[src/rtl/rv32_mem_pkg.sv]
// Shared types and helpers for the RV32 block-RAM memory controller.
// Holds the FSM state type, data widths and the halfword byte-merge.
package rv32_mem_pkg;

  localparam int HALF_W = 16;
  localparam int XLEN   = 32;

  typedef enum logic [3:0] {
    IDLE,
    RD_LO,
    RD_HI,
    RD_CAP,
    WR_LO,
    MRG_LO,
    WR_HI,
    MRG_HI,
    RSP
  } state_e;

  function automatic logic [HALF_W-1:0] merge_half(
    input logic [HALF_W-1:0] old16,
    input logic [HALF_W-1:0] new16,
    input logic [1:0]        strb2
  );
    logic [HALF_W-1:0] r;
    r[7:0]  = strb2[0] ? new16[7:0]  : old16[7:0];
    r[15:8] = strb2[1] ? new16[15:8] : old16[15:8];
    return r;
  endfunction

endpackage

[src/rtl/rv32_bram_mem_ctrl.sv]
// Word-request controller over one 16-bit block RAM: two halfword
// accesses per word, read-modify-write for partial halfword stores.
module rv32_bram_mem_ctrl #(
  parameter int DEPTH   = 256,
  parameter int HALF_AW = $clog2(DEPTH)
) (
  input  logic               clk,
  input  logic               rst_n,
  input  logic               req_valid,
  output logic               req_ready,
  input  logic               req_we,
  input  logic [31:0]        req_addr,
  input  logic [31:0]        req_wdata,
  input  logic [3:0]         req_wstrb,
  output logic               rsp_valid,
  output logic [31:0]        rsp_rdata,
  output logic               bram_wen,
  output logic [HALF_AW-1:0] bram_waddr,
  output logic [15:0]        bram_wdata,
  output logic               bram_ren,
  output logic [HALF_AW-1:0] bram_raddr,
  input  logic [15:0]        bram_rdata
);
  import rv32_mem_pkg::*;

  localparam int WAW = HALF_AW - 1;

  state_e            state_q, state_d;
  logic              we_q, we_d;
  logic [WAW-1:0]    widx_q, widx_d;
  logic [XLEN-1:0]   wdata_q, wdata_d;
  logic [3:0]        wstrb_q, wstrb_d;
  logic [HALF_W-1:0] lo_q, lo_d;
  logic [HALF_W-1:0] hi_q, hi_d;

  logic [HALF_AW-1:0] lo_addr, hi_addr;
  logic               unused_addr;

  assign lo_addr = {widx_q, 1'b0};
  assign hi_addr = {widx_q, 1'b1};
  assign unused_addr = ^{req_addr[31:HALF_AW+1], req_addr[1:0]};

  always_comb begin
    state_d    = state_q;
    we_d       = we_q;
    widx_d     = widx_q;
    wdata_d    = wdata_q;
    wstrb_d    = wstrb_q;
    lo_d       = lo_q;
    hi_d       = hi_q;
    req_ready  = 1'b0;
    rsp_valid  = 1'b0;
    rsp_rdata  = '0;
    bram_wen   = 1'b0;
    bram_waddr = '0;
    bram_wdata = '0;
    bram_ren   = 1'b0;
    bram_raddr = '0;
    unique case (state_q)
      IDLE: begin
        req_ready = 1'b1;
        if (req_valid) begin
          we_d    = req_we;
          widx_d  = req_addr[HALF_AW:2];
          wdata_d = req_wdata;
          wstrb_d = req_wstrb;
          state_d = req_we ? WR_LO : RD_LO;
        end
      end
      RD_LO: begin
        bram_ren   = 1'b1;
        bram_raddr = lo_addr;
        state_d    = RD_HI;
      end
      RD_HI: begin
        bram_ren   = 1'b1;
        bram_raddr = hi_addr;
        lo_d       = bram_rdata;
        state_d    = RD_CAP;
      end
      RD_CAP: begin
        hi_d    = bram_rdata;
        state_d = RSP;
      end
      WR_LO: begin
        state_d = WR_HI;
        if (wstrb_q[1:0] == 2'b11) begin
          bram_wen   = 1'b1;
          bram_waddr = lo_addr;
          bram_wdata = wdata_q[15:0];
        end else if (wstrb_q[1:0] != 2'b00) begin
          bram_ren   = 1'b1;
          bram_raddr = lo_addr;
          state_d    = MRG_LO;
        end
      end
      MRG_LO: begin
        bram_wen   = 1'b1;
        bram_waddr = lo_addr;
        bram_wdata = merge_half(bram_rdata, wdata_q[15:0], wstrb_q[1:0]);
        state_d    = WR_HI;
      end
      WR_HI: begin
        state_d = RSP;
        if (wstrb_q[3:2] == 2'b11) begin
          bram_wen   = 1'b1;
          bram_waddr = hi_addr;
          bram_wdata = wdata_q[31:16];
        end else if (wstrb_q[3:2] != 2'b00) begin
          bram_ren   = 1'b1;
          bram_raddr = hi_addr;
          state_d    = MRG_HI;
        end
      end
      MRG_HI: begin
        bram_wen   = 1'b1;
        bram_waddr = hi_addr;
        bram_wdata = merge_half(bram_rdata, wdata_q[31:16], wstrb_q[3:2]);
        state_d    = RSP;
      end
      RSP: begin
        rsp_valid = 1'b1;
        rsp_rdata = we_q ? '0 : {hi_q, lo_q};
        state_d   = IDLE;
      end
      default: state_d = IDLE;
    endcase
  end

  always_ff @(posedge clk or negedge rst_n) begin
    if (!rst_n) begin
      state_q <= IDLE;
      we_q    <= 1'b0;
      widx_q  <= '0;
      wdata_q <= '0;
      wstrb_q <= '0;
      lo_q    <= '0;
      hi_q    <= '0;
    end else begin
      state_q <= state_d;
      we_q    <= we_d;
      widx_q  <= widx_d;
      wdata_q <= wdata_d;
      wstrb_q <= wstrb_d;
      lo_q    <= lo_d;
      hi_q    <= hi_d;
    end
  end

endmodule
[config.mk]
export PLATFORM = sky130hd
export DESIGN_NAME = rv32_bram_mem_ctrl
export DESIGN_NICKNAME = d
export VERILOG_FILES = /design/src/rtl/rv32_mem_pkg.sv /design/src/rtl/rv32_bram_mem_ctrl.sv
export SDC_FILE = /design/constraint.sdc
export NUM_CORES = 1
export LEC_CHECK = 0
export BUFFER_PORTS_ARGS = -buffer_cell sky130_fd_sc_hd__buf_2
export CORE_MARGIN = 1
export CORE_UTILIZATION = 54
export DETAILED_ROUTE_END_ITERATION = 10
export GPL_ROUTABILITY_DRIVEN = 0
export GPL_TIMING_DRIVEN = 0
export PLACE_DENSITY = 0.95
export SLEW_MARGIN = 40
export SYNTH_ARGS = -nofsm -noshare
export SYNTH_HDL_FRONTEND = slang
export SYNTH_SLANG_ARGS = --single-unit
[constraint.sdc]
create_clock -name clk -period 4.59 [get_ports clk]
set_input_delay 0.459 -clock clk [delete_from_list [all_inputs] [get_ports clk]]
set_output_delay 0.459 -clock clk [all_outputs]
set_load 0.1 [all_outputs]
==> qor.yml <==
crit_required_ns: 4.13
core_mm2: 0.00773
die_area_mm2: 0.00839
n_antenna_cell: 0
cts_tree: "built"
crit_path_end_kind: "output pin"
maxSlewViolCount: 0
die_h_um: 91.6
n_fill_cell: 568
synthFlopType: "dfrtp_1"
cp.arrival_ns: 2.71
cts_sinks: 80
failed_checks: "negative hold slack"
first_pass_iters: 4
reg2reg_from: "state_q[0]$_DFFE_PN0P_"
peakVddDrop_uv: 809
clk_pin_slew_ns: 0.09
synth_most_common_cell: "dfrtp_1"
finalSetupViolations: 0
timing.final.crit_period_ns: 3.17
seq_area_frac_synth: 0.462
final_cells: 568
postSynthCellCount: 319
max_slew.worst_pin.slew_ns: 0.755
grt_start_max_net_pins: 42
yosys.area.top_type_share: 0.462
wl_um: 10500
route.vias.total: 3136
place_ws_ns: 1.83
syn_nets: 413
synthArstFlopShare: 1.00
root_buffer: "clkbuf_8"
routedWlPerCell_um: 18.5
syn_avg_cell_area_um2: 13.6
drt.antenna.violating_nets: 0
synth-xor-area-share: 0
synth_top_area_cell: "dfrtp_1"
synthDistinctLibCells: 42
cts_buffers: 9
synthAdderAreaFrac: 0.0173
worstSetupPathType: "reg -> out"
grt_pass1_vias: 3301
fmax_ghz: 0.315
cp_cell_sequence: "buf_4 > nand3b_1 > a211oi_2 > a221o_1 > buf_2"
met2_usage: 0.446
reg2reg_depth: 5
grt_use_met1: 0.327
synth_mux_area_frac: 0.262
cap_violations: 0
reg2reg_slack_ns: 2.72
layout-drive-gt1-share: 0.536
synth_compound_area_frac: 0.0641
path_delay_family: "compound AO/OA/AOI/OAI gates"
ys_top_cells_by_area: "dfrtp_1 46%, mux2_4 21%, and2_1 5.6%, mux2_2 4.2%, a221o_1 3.7%"
place_area_mm2: 0.00514
cts_max_level: 3
relSlewSlack: 0.496
setup_ws_ns: 1.42
synth_edf_count: 0
crit_path_top_delay_cell: "a211oi_2"
synth_area_mm2: 0.00433
area_growth_syn_to_layout_pct: 22.9
cts_resized: 0
rsz0062_at_grt: "no"
first_iter_violations: 82
fin_crit_sh: 0.691
finalInstanceArea_mm2: 0.00533
synthSimpleGateAreaFrac: 0.156
busiest_layer: "met2"
startpoint: "state_q[0]$_DFFE_PN0P_"
total_power_mw: 4.36
post_cts_buffers: 0
cpPeakStageDelay_ns: 0.78
antenna_found_initial: 0
synthTopCellsByCount: "80 x dfrtp_1, 60 x mux2_4, 39 x and2_1"
path_buf_inv: 2
port_buffers: 130
clk_latency_ns: 0.35
leakage_nw: 2.73
io_pins: 156
clk_path_buf_depth: 2
yosysWarnings: 0
status: "finished with violations"
grt_usage: 0.258
grt.met3_usage: 0.0561
clock_skew_ns: 0.0124
crit_fanout: 9
nets: 555
overflow: 0
hpwl_um: 7820
reg2reg_to: "hi_q[14]$_DFFE_PN0P_"
hold_path.class: "in -> async"
rows: 32
crit_cells: 5
die_x_um: 91.6
synth_top_family_by_area: "multiplexers"
drc: 0
cp-endpoint: "bram_wdata[5]"
fin_tns_setup_ns: 0
synth_seq_cells: 80
start_kind: "flop"
vias_per_cell: 5.52
power_density_mw_per_mm2: 819
ctsHoldBuffers: 0
place_inst: 552
grt_pass1_wl_um: 16600
hold-worst-slack_ns: -0.00423
hold_viol: 4
start_util: 0.561
placed cells by master (no fill, tap or decap), drive strengths merged:
cell type  count
clkbuf        14
ha             6
nor2           5
a31oi          3
o21ai          1
nand2b        12
or3            1
a311oi         1
mux2i          4
nor3b         16
nor4b          1
nand3          3
and2b          1
clkinvlp       2
nand3b         2
nand4          1
dfrtp         80
inv            9
nor2b          2
mux2          77
buf          144
nor4           4
a221o         16
nand2          4
or3b           1
nor3           3
a21oi          8
a311o          1
and2          39
clkinv         1
a211oi         4
kinds of logic (layout without fill, tap and decap cells):
family | Yosys count | after routing
and+or+nand+nor | 95 | 95
buffers and inverters | 23 | 170
AOI/OAI and AO/OA | 34 | 34
adders and majority gates | 6 | 6
muxes | 81 | 81
DFF | 80 | 80
cell type report:
type | instances | area, µm² | share of cell area
Clock buffer | 10 | 138 | 0.0258
Clock inverter | 6 | 50.0 | 0.00940
Timing Repair Buffer | 131 | 677 | 0.127
Inverter | 6 | 30.0 | 0.00564
Buffer | 17 | 139 | 0.0261
Sequential cell | 80 | 2000 | 0.376
Multi-Input combinational cell | 216 | 2160 | 0.406
Tap cell | 102 | 128 | 0.0240
stage by stage:
step	hold WS [ns]	utilization
6_report	-0.00423	0.689
5_1_grt	0.0128	0.689
4_1_cts	0.00132	0.689
3_5_place_dp	0.391	0.665
3_3_place_gp	0.481	0.662
2_1_floorplan	0.163	-
per-layer routing:
metal | wire, µm | share of wire
met5 | 0 | 0
met4 | 110 | 0.010
met3 | 550 | 0.052
met2 | 5300 | 0.50
met1 | 4550 | 0.43
sequential cells by signal, summed over array words and instances, names as in the netlist:
name / flops
wdata_q: 32
hi_q: 16
lo_q: 16
widx_q: 7
state_q: 4
wstrb_q: 4
we_q: 1
worst min path at each step:
| stage | from | endpoint | slack [ns] |
|---|---|---|---|
| 4_1_cts | rst_n | lo_q[5]$_DFFE_PN0N_ | 0.001 |
| 5_1_grt | rst_n | wdata_q[3]$_DFFE_PN0P_ | 0.01 |
| 3_3_place_gp | lo_q[13]$_DFFE_PN0N_ | lo_q[13]$_DFFE_PN0N_ | 0.48 |
| 6_report | rst_n | lo_q[5]$_DFFE_PN0N_ | -0.004 |
| 3_5_place_dp | rst_n | wdata_q[4]$_DFFE_PN0P_ | 0.39 |
| 2_1_floorplan | rst_n | hi_q[0]$_DFFE_PN0P_ | 0.16 |
power by group:
| group | switching, mW | internal (mW) | total (mW) |
|---|---|---|---|
| clock | 0.276 | 0.218 | 0.493 |
| sequential | 0.233 | 1.07 | 1.30 |
| combinational | 1.62 | 0.943 | 2.57 |
Note: power is estimated with default switching activity, not from simulation.
